==> config.mk <==
export PLATFORM = sky130hd
export DESIGN_NAME = rps_round_controller
export DESIGN_NICKNAME = d
export VERILOG_FILES = /design/src/rtl/rps_pkg.sv /design/src/rtl/rps_judge.sv /design/src/rtl/rps_round_controller.sv
export SDC_FILE = /design/constraint.sdc
export NUM_CORES = 1
export LEC_CHECK = 0
export ABC_AREA = 1
export BUFFER_PORTS_ARGS = -buffer_cell sky130_fd_sc_hd__buf_4
export CORE_MARGIN = 2
export CORE_UTILIZATION = 59
export CTS_CLUSTER_DIAMETER = 80
export DETAILED_ROUTE_END_ITERATION = 6
export PLACE_DENSITY_LB_ADDON = 0.3
export SLEW_MARGIN = 15
export SYNTH_ARGS = -nofsm -noshare
export SYNTH_HDL_FRONTEND = slang
export SYNTH_SLANG_ARGS = --single-unit
==> constraint.sdc <==
create_clock -name clock -period 2 [get_ports clock]
set_input_delay 0.4 -clock clock [delete_from_list [all_inputs] [get_ports clock]]
set_output_delay 0.4 -clock clock [all_outputs]
set_load 0.005 [all_outputs]
==> src/rtl/rps_pkg.sv <==
// Shared definitions for the rock-paper-scissors round controller:
// move encodings, round FSM states and the "who beats whom" rule.
package rps_pkg;

  localparam logic [1:0] ROCK    = 2'b00;
  localparam logic [1:0] SCISSOR = 2'b01;
  localparam logic [1:0] PAPER   = 2'b10;
  localparam logic [1:0] INVALID = 2'b11;

  typedef enum logic [1:0] {
    S_IDLE  = 2'd0,
    S_REQ   = 2'd1,
    S_JUDGE = 2'd2,
    S_HOLD  = 2'd3
  } state_t;

  // True when move a defeats move b; invalid moves never win.
  function automatic logic beats(input logic [1:0] a, input logic [1:0] b);
    return ((a == ROCK)    && (b == SCISSOR)) ||
           ((a == SCISSOR) && (b == PAPER))   ||
           ((a == PAPER)   && (b == ROCK));
  endfunction

endpackage

==> src/rtl/rps_judge.sv <==
// Combinational outcome decode for one round: user move vs computer move.
// Exactly one flag is set for any pair of valid moves.
module rps_judge
  import rps_pkg::*;
(
  input  logic [1:0] user,
  input  logic [1:0] com,
  output logic       uwin,
  output logic       cwin,
  output logic       draw
);

  assign draw = (user == com);
  assign uwin = beats(user, com);
  assign cwin = beats(com, user);

endmodule

==> src/rtl/rps_round_controller.sv <==
// Round sequencer: detects a start edge, asks the predictor for a move
// (falling back to a free-running mod-3 counter on timeout or an invalid
// reply), judges the round, updates saturating scores, pulses a history
// write for the predictor and holds the result for display.
// Optional match limit: define RPS_MATCH_LIMIT_EN to end the match once
// either score reaches WIN_TARGET; otherwise match_over stays 0.
module rps_round_controller
  import rps_pkg::*;
#(
  parameter int WIN_TARGET   = 5,
  parameter int SCORE_W      = 8,
  parameter int PRED_TIMEOUT = 16,
  parameter int HOLD_CYCLES  = 25_000_000
) (
  input  logic               clock,
  input  logic               reset,
  input  logic               start,
  input  logic [1:0]         user_move,
  input  logic [1:0]         pred_move,
  input  logic               pred_valid,
  output logic               pred_req,
  output logic               hist_we,
  output logic [3:0]         hist_combo,
  output logic [1:0]         com_move,
  output logic [SCORE_W-1:0] user_score,
  output logic [SCORE_W-1:0] com_score,
  output logic               uwin,
  output logic               cwin,
  output logic               draw,
  output logic               busy,
  output logic               match_over
);

  localparam int TW = $clog2(PRED_TIMEOUT + 1);
  localparam int HW = $clog2(HOLD_CYCLES + 1);

  state_t             state;
  logic               start_q;
  logic [1:0]         mod3;
  logic [1:0]         prev_user;
  logic [1:0]         user_latched;
  logic [TW-1:0]      wait_cnt;
  logic [HW-1:0]      hold_cnt;
  logic               j_uwin;
  logic               j_cwin;
  logic               j_draw;
  logic [SCORE_W-1:0] user_next;
  logic [SCORE_W-1:0] com_next;

  rps_judge u_judge (
    .user (user_latched),
    .com  (com_move),
    .uwin (j_uwin),
    .cwin (j_cwin),
    .draw (j_draw)
  );

  assign busy = (state != S_IDLE);

  // Post-round scores: bump the winner, sticking at the all-ones maximum.
  always_comb begin
    user_next = user_score;
    com_next  = com_score;
    if (j_uwin && (user_score != '1)) user_next = user_score + 1'b1;
    if (j_cwin && (com_score  != '1)) com_next  = com_score  + 1'b1;
  end

`ifdef RPS_MATCH_LIMIT_EN
  logic match_q;

  // Latch end-of-match on the same edge the winning score reaches the target.
  always_ff @(posedge clock) begin
    if (!reset) begin
      match_q <= 1'b0;
    end else if (state == S_JUDGE) begin
      if ((user_next >= SCORE_W'(WIN_TARGET)) || (com_next >= SCORE_W'(WIN_TARGET)))
        match_q <= 1'b1;
    end
  end

  assign match_over = match_q;
`else
  assign match_over = 1'b0;
`endif

  // Round FSM with registered outputs; the mod-3 fallback counter and the
  // start edge detector run every cycle regardless of state.
  always_ff @(posedge clock) begin
    if (!reset) begin
      state        <= S_IDLE;
      start_q      <= 1'b1;
      mod3         <= ROCK;
      prev_user    <= ROCK;
      user_latched <= ROCK;
      wait_cnt     <= '0;
      hold_cnt     <= '0;
      pred_req     <= 1'b0;
      hist_we      <= 1'b0;
      hist_combo   <= 4'b0000;
      com_move     <= 2'b00;
      user_score   <= '0;
      com_score    <= '0;
      uwin         <= 1'b0;
      cwin         <= 1'b0;
      draw         <= 1'b0;
    end else begin
      start_q <= start;
      mod3    <= (mod3 == PAPER) ? ROCK : mod3 + 2'd1;
      hist_we <= 1'b0;
      case (state)
        S_IDLE: begin
          if (start && !start_q && (user_move != INVALID) && !match_over) begin
            user_latched <= user_move;
            wait_cnt     <= '0;
            pred_req     <= 1'b1;
            state        <= S_REQ;
          end
        end
        S_REQ: begin
          if (pred_valid && (pred_move != INVALID)) begin
            com_move <= pred_move;
            pred_req <= 1'b0;
            state    <= S_JUDGE;
          end else if (pred_valid || (wait_cnt == TW'(PRED_TIMEOUT - 1))) begin
            com_move <= mod3;
            pred_req <= 1'b0;
            state    <= S_JUDGE;
          end else begin
            wait_cnt <= wait_cnt + 1'b1;
          end
        end
        S_JUDGE: begin
          uwin       <= j_uwin;
          cwin       <= j_cwin;
          draw       <= j_draw;
          user_score <= user_next;
          com_score  <= com_next;
          hist_we    <= 1'b1;
          hist_combo <= {prev_user, user_latched};
          prev_user  <= user_latched;
          hold_cnt   <= '0;
          state      <= S_HOLD;
        end
        S_HOLD: begin
          if (hold_cnt != HW'(HOLD_CYCLES - 1)) begin
            hold_cnt <= hold_cnt + 1'b1;
          end else if (!start) begin
            state <= S_IDLE;
          end
        end
        default: state <= S_IDLE;
      endcase
    end
  end

endmodule

Word level (Yosys, flattened, before mapping)
Cells that the tools add are included.
{"block": "totals", "register_bits": 66, "input_bits": 8, "elab_cells": 96}
{"block": "op_classes", "addsub": 5, "eq_ne": 22, "muxes": 19, "bitwise_logic": 1, "n_reduce_logical": 33}
{"cell": "$pmux W25 S2", "count": 1}
{"cell": "$add A25 B1 Y25 const B", "count": 1}
{"cell": "$mux W25", "count": 1}
{"cell": "$ne A25 B25 Y1 const B", "count": 1}
{"cell": "$add A8 B1 Y8 const B", "count": 2}
{"cell": "$ne A2 B2 Y1 const B", "count": 8}
{"cell": "$ne A8 B8 Y1 const B", "count": 2}
{"cell": "$mux W5", "count": 3}
{"cell": "$mux W2", "count": 7}
{"cell": "$logic_and A1 B1 Y1", "count": 11}
{"cell": "$eq A2 B2 Y1 const B", "count": 5}
{"cell": "$pmux W5 S2", "count": 1}
{"cell": "$reduce_and A2 Y1", "count": 5}
{"cell": "$pmux W2 S4", "count": 1}
{"cell": "$reduce_and A4 Y1", "count": 2}
{"cell": "$reduce_bool A2 Y1", "count": 4}
{"cell": "$eq A2 B1 Y1 const B", "count": 3}
{"cell": "$logic_not A2 Y1", "count": 3}
{"cell": "$add A5 B1 Y5 const B", "count": 1}
{"cell": "$eq A5 B4 Y1 const B", "count": 1}
{"cell": "$logic_or A1 B1 Y1", "count": 5}
{"cell": "$mux W1", "count": 4}
{"cell": "$ne A3 B3 Y1 const B", "count": 1}
{"cell": "$reduce_and A3 Y1", "count": 1}
{"cell": "6 further kinds", "count": 6}

Logic depth before layout (Yosys ltp)
{"block": "depth", "depth_word": 6, "depth_mapped": 13}

By module
Synthesis repeated with hierarchy kept, for this count alone.
{"block": "hier_totals", "cells_unflattened": 571, "hier_area_um2": 3671.0}
{"module": "rps_round_controller", "n_inst": 1, "cells_each": 548, "area_each_um2": 3569.7, "seq_area_each_um2": 1281.2}
{"module": "rps_judge", "n_inst": 1, "cells_each": 23, "area_each_um2": 101.3, "seq_area_each_um2": 0.0}

Least setup slack after synthesis
OpenSTA, ideal clock, no wires.
{"block": "synth_timing", "kind": "flip-flop to flip-flop", "from": "reg wait_cnt[0]", "to": "reg wait_cnt[3]", "setup_ps": 112, "arrival_ps": 1574, "setup_slack_ps": 313, "stages_incl_launch_ff": 14, "n_path_buf": 0, "period_less_slack_ps": 1687, "cell_sequence": "dfxtp_1 -> ha_1 -> inv_1 -> nor3_1 -> ha_1 -> inv_1 -> a21oi_1 -> a21oi_1 -> nand2_1 -> inv_1 -> nand2_1 -> nand2_1 -> nand2_1 -> nor2_1"}
{"block": "synth_between", "elab_chain_len": 4}
{"element": "start, declared", "line_no": "rps_round_controller.sv:42", "text": "logic [TW-1:0] wait_cnt;"}
{"element": "start signal, assigned", "line_no": "rps_round_controller.sv:129", "text": "wait_cnt <= wait_cnt + 1'b1;"}
{"element": "$add A5 B1 Y5 or $eq A5 B4 Y1 (tied branches)", "line_no": "rps_round_controller.sv:129, rps_round_controller.sv:124"}
{"element": "$mux W5 or $logic_or A1 B1 Y1 (tied branches)", "line_no": "rps_round_controller.sv:124", "text": "end else if (pred_valid || (wait_cnt == TW'(PRED_TIMEOUT - 1))) begin"}
{"element": "$mux W5 or $ne A2 B2 Y1 (tied branches)"}
{"element": "$pmux W5 S2 or $reduce_and A4 Y1 (tied branches)"}
Several ways; a longest one is shown, not always the timed one. The select of a mux whose other input is x is not followed.
A chain may end at the register's enable or synchronous reset.

Final worst setup path
{"block": "layout_timing", "from": "reg wait_cnt[0]", "to": "reg state[1]"}
{"block": "layout_between", "elab_chain_len": 4}
{"element": "$eq A5 B4 Y1", "line_no": "rps_round_controller.sv:124"}
{"element": "$logic_or A1 B1 Y1", "line_no": "rps_round_controller.sv:124"}
{"element": "$ne A3 B3 Y1 (no line)"}
{"element": "$reduce_and A4 Y1 (no line)"}
{"element": "end signal, assigned", "line_no": "rps_round_controller.sv:123", "text": "state <= S_JUDGE;"}
{"element": "end signal, assigned", "line_no": "rps_round_controller.sv:127", "text": "state <= S_JUDGE;"}
{"element": "end signal, assigned", "line_no": "rps_round_controller.sv:142", "text": "state <= S_HOLD;"}
{"element": "end, declared", "line_no": "rps_round_controller.sv:37", "text": "state_t state;"}
Every way passes these cells.

==> metrics.md <==
| Metric | Value |
|---|---|
| Synth area leaders | `dfxtp_1 35%, nand2_1 14%, nand3_1 11%` |
| Synthesis-to-layout area growth | `14.6%` |
| Most frequent cells in the layout | `131 x nand2_1, 77 x nand3_1, 70 x nor2_1` |
| Sequential share of the synthesized area | `35.1%` |
| Root Buffer | `clkbuf_8` |
| Vias | `3777` |
| Gpl congestion | `0.902` |
| Syn nets | `580` |
| Starting Density | `61.3%` |
| Maximum buffer depth of the clock tree | `2` |
| Hold Startpoint | `start` |
| Post-Route Setup TNS | `0 ns` |
| Final core utilization | `70.3%` |
| IO buf count | `35` |
| Post-place setup slack | `0.194 ns` |
| Power Density | `809 mW/mm²` |
| Yosys top cell area share | `35.1%` |
| Worst clock skew | `0.0106 ns` |
| TritonCTS clock tree | `yes` |
| Core region area | `0.00596 mm²` |
| Cell Int Power | `2.21 mW` |
| Pin count of the biggest net entering global routing | `33` |
| Die area | `0.00684 mm²` |
| Max_cap viols | `0` |
| Hpwl dp | `6430 µm` |
| Clk sinks | `64` |
| Post-synthesis instance area | `0.00365 mm²` |
| Global-route wire length before repair | `14600 µm` |
| Hold WC Path Type | `in2reg` |
| Reg2reg path depth | `12` |
| Final period util | `89.0%` |
| Tmin final | `1.78 ns` |
| Hold_buf cts | `0` |
| Post-synth cell types | `33` |
| Reg clk slew, reported paths | `0.07 ns` |
| Antenna Nets Post-Route | `0` |
| Row Count | `28` |
| Number of global-route vias before repair | `3379` |
| Worst EP arrival | `2.00 ns` |
| CP required | `2.22 ns` |
| Top Ports | `37` |
| Latest clock arrival within the worst-skew pair | `0.34 ns` |
| Worst flop-to-flop path startpoint | `wait_cnt[0]` |
| Antenna Cells | `0` |
| Yosys top cell by area | `dfxtp_1` |
| Avg WL per Cell | `13.1 µm` |
| Hold slack | `0.288 ns` |
| Syn_area_per_cell | `6.50 µm²` |
| Critical path capture point type | `flop` |
| Clk pwr share | `30.1%` |
| Final hold violation count | `0` |
| Worst Setup SP | `wait_cnt[0]` |
| Mapped Cells | `562` |
| Worst slew pin tran | `0.526 ns` |
| Iteration count of the initial detailed-routing pass | `5` |
| Total grt overflow | `0` |
| Sw Ratio | `34.8%` |
| Setup Crit Path Kind | `reg2reg` |
| Layout cells sized above 1 | `13.4%` |
| Total CTS buffers | `9` |
| Status | `completed` |
| Hold Path Depth | `2` |
| P_sw | `1.18 mW` |
| Relative slew margins | `64.6%` |
| Element type at the critical path start | `flop` |
| Postcts setup bufs | `0` |
| Max-slew violations | `0` |
| All-Layer GR Usage | `27.5%` |
| Leading cell type in the layout, fill and taps excluded | `nand2_1` |
| DRC violations left | `0` |
| Seq cells post-synth | `64` |
| Die span in x | `82.7 µm` |
| Synth Warn # | `0` |
| Vert. Die Dim | `82.7 µm` |
| Max IR drop VDD | `0.727 mV` |
| H-tree depth | `3` |
| Post_cts resized | `0` |
| Fmax | `562 MHz` |
| Flop pwr share | `43.9%` |
| Leak | `1.71 nW` |
| Critical path fanouts, max | `4` |
| Nets@finish | `619` |
| Final setup viols | `0` |
| Via density per instance | `5.55` |
| Initial DRC count | `285` |
| Gate power share | `26.0%` |
| Total length of routed wires | `8920 µm` |
| Initial antenna violation count | `0` |
| Fin worst setup slack | `0.220 ns` |
## critical path: stages, from the launching register on
cell and delay [ns]:
dfxtp_1 0.37, ha_1 0.18, inv_1 0.05, nor3_1 0.14, ha_1 0.17, inv_1 0.06, nand3_1 0.08, a21boi_1 0.22
nand2_1 0.08, inv_1 0.11, nand2_1 0.07, nand2_1 0.07, a21oi_1 0.06
## final cells by class
cell class,count,area [µm²]
multi-input combinational,419,2060
clock buffer,10,138
timing repair buffer,45,338
sequential,64,1280
fill,530,1770
tap,75,93.8
clock inverter,6,43.8
inverter,62,234
## power groups by stage
stage	Combinational, mW	Sequential [mW]	Clock (mW)
CTS	0.868	1.49	1.03
global route	1.01	1.50	1.08
floorplan	0.595	1.49	0
finish	0.881	1.49	1.02
detailed placement	0.861	1.51	0
global placement	0.831	1.51	0
## path summary, 6_finish.rpt
| kind | end | slack (ns) |
|---|---|---|
| max reg2reg | state[1] | 0.22 |
| min | start_q | 0.29 |
| max | state[1] | 0.22 |
| min reg2reg | mod3[0] | 0.43 |
## state kept, by name, summed over array words and instances (netlist names), 2 cells and up
| name | flops |
|---|---|
| wait_cnt | 5 |
| mod3 | 2 |
| user_score | 8 |
| hist_combo | 4 |
| state | 2 |
| com_score | 8 |
| user_latched | 2 |
| com_move | 2 |
| hold_cnt | 25 |
## layer usage
layer | share of wire (%) | track usage (%) | wire (µm)
met1 | 43 | 33.8 | 3870
met2 | 48 | 46.7 | 4260
met3 | 7.2 | 6.85 | 640
met4 | 1.6 | 9.51 | 146
met5 | 0 | 0 | 0
## synthesized netlist by cell type (all sizes together)
cell type,instances
ha,10
clkinv,1
nor4,1
conb,1
o21bai,2
buf,6
dfxtp,64
nand4,12
nand2,136
xor2,7
a21oi,53
a21boi,1
o21ai,20
nor2,75
o22ai,1
nand3,81
clkbuf,11
or2,3
nor3b,1
nand3b,1
inv,61
xnor2,7
nor3,7
## metrics by stage
step | instance area, µm² | total power, mW | cells
finish | 4190 | 3.39 | 681
floorplan | 3650 | 2.09 | 562
global route | 4190 | 3.59 | 681
detailed placement | 4000 | 2.37 | 665
CTS | 4180 | 3.38 | 681
global placement | 4000 | 2.34 | 665
## cell families after synthesis
| family | count (synthesis) | synth area share (%) |
|---|---|---|
| buffers and inverters | 79 | 8.77 |
| other | 1 | 0.103 |
| AOI/OAI and AO/OA | 77 | 10.8 |
| adders and majority gates | 10 | 3.42 |
| and+or+nand+nor | 317 | 38.5 |
| xor gates and xnor gates | 14 | 3.36 |
| DFF | 64 | 35.1 |
No activity file was read; power rests on OpenSTA's default activity.
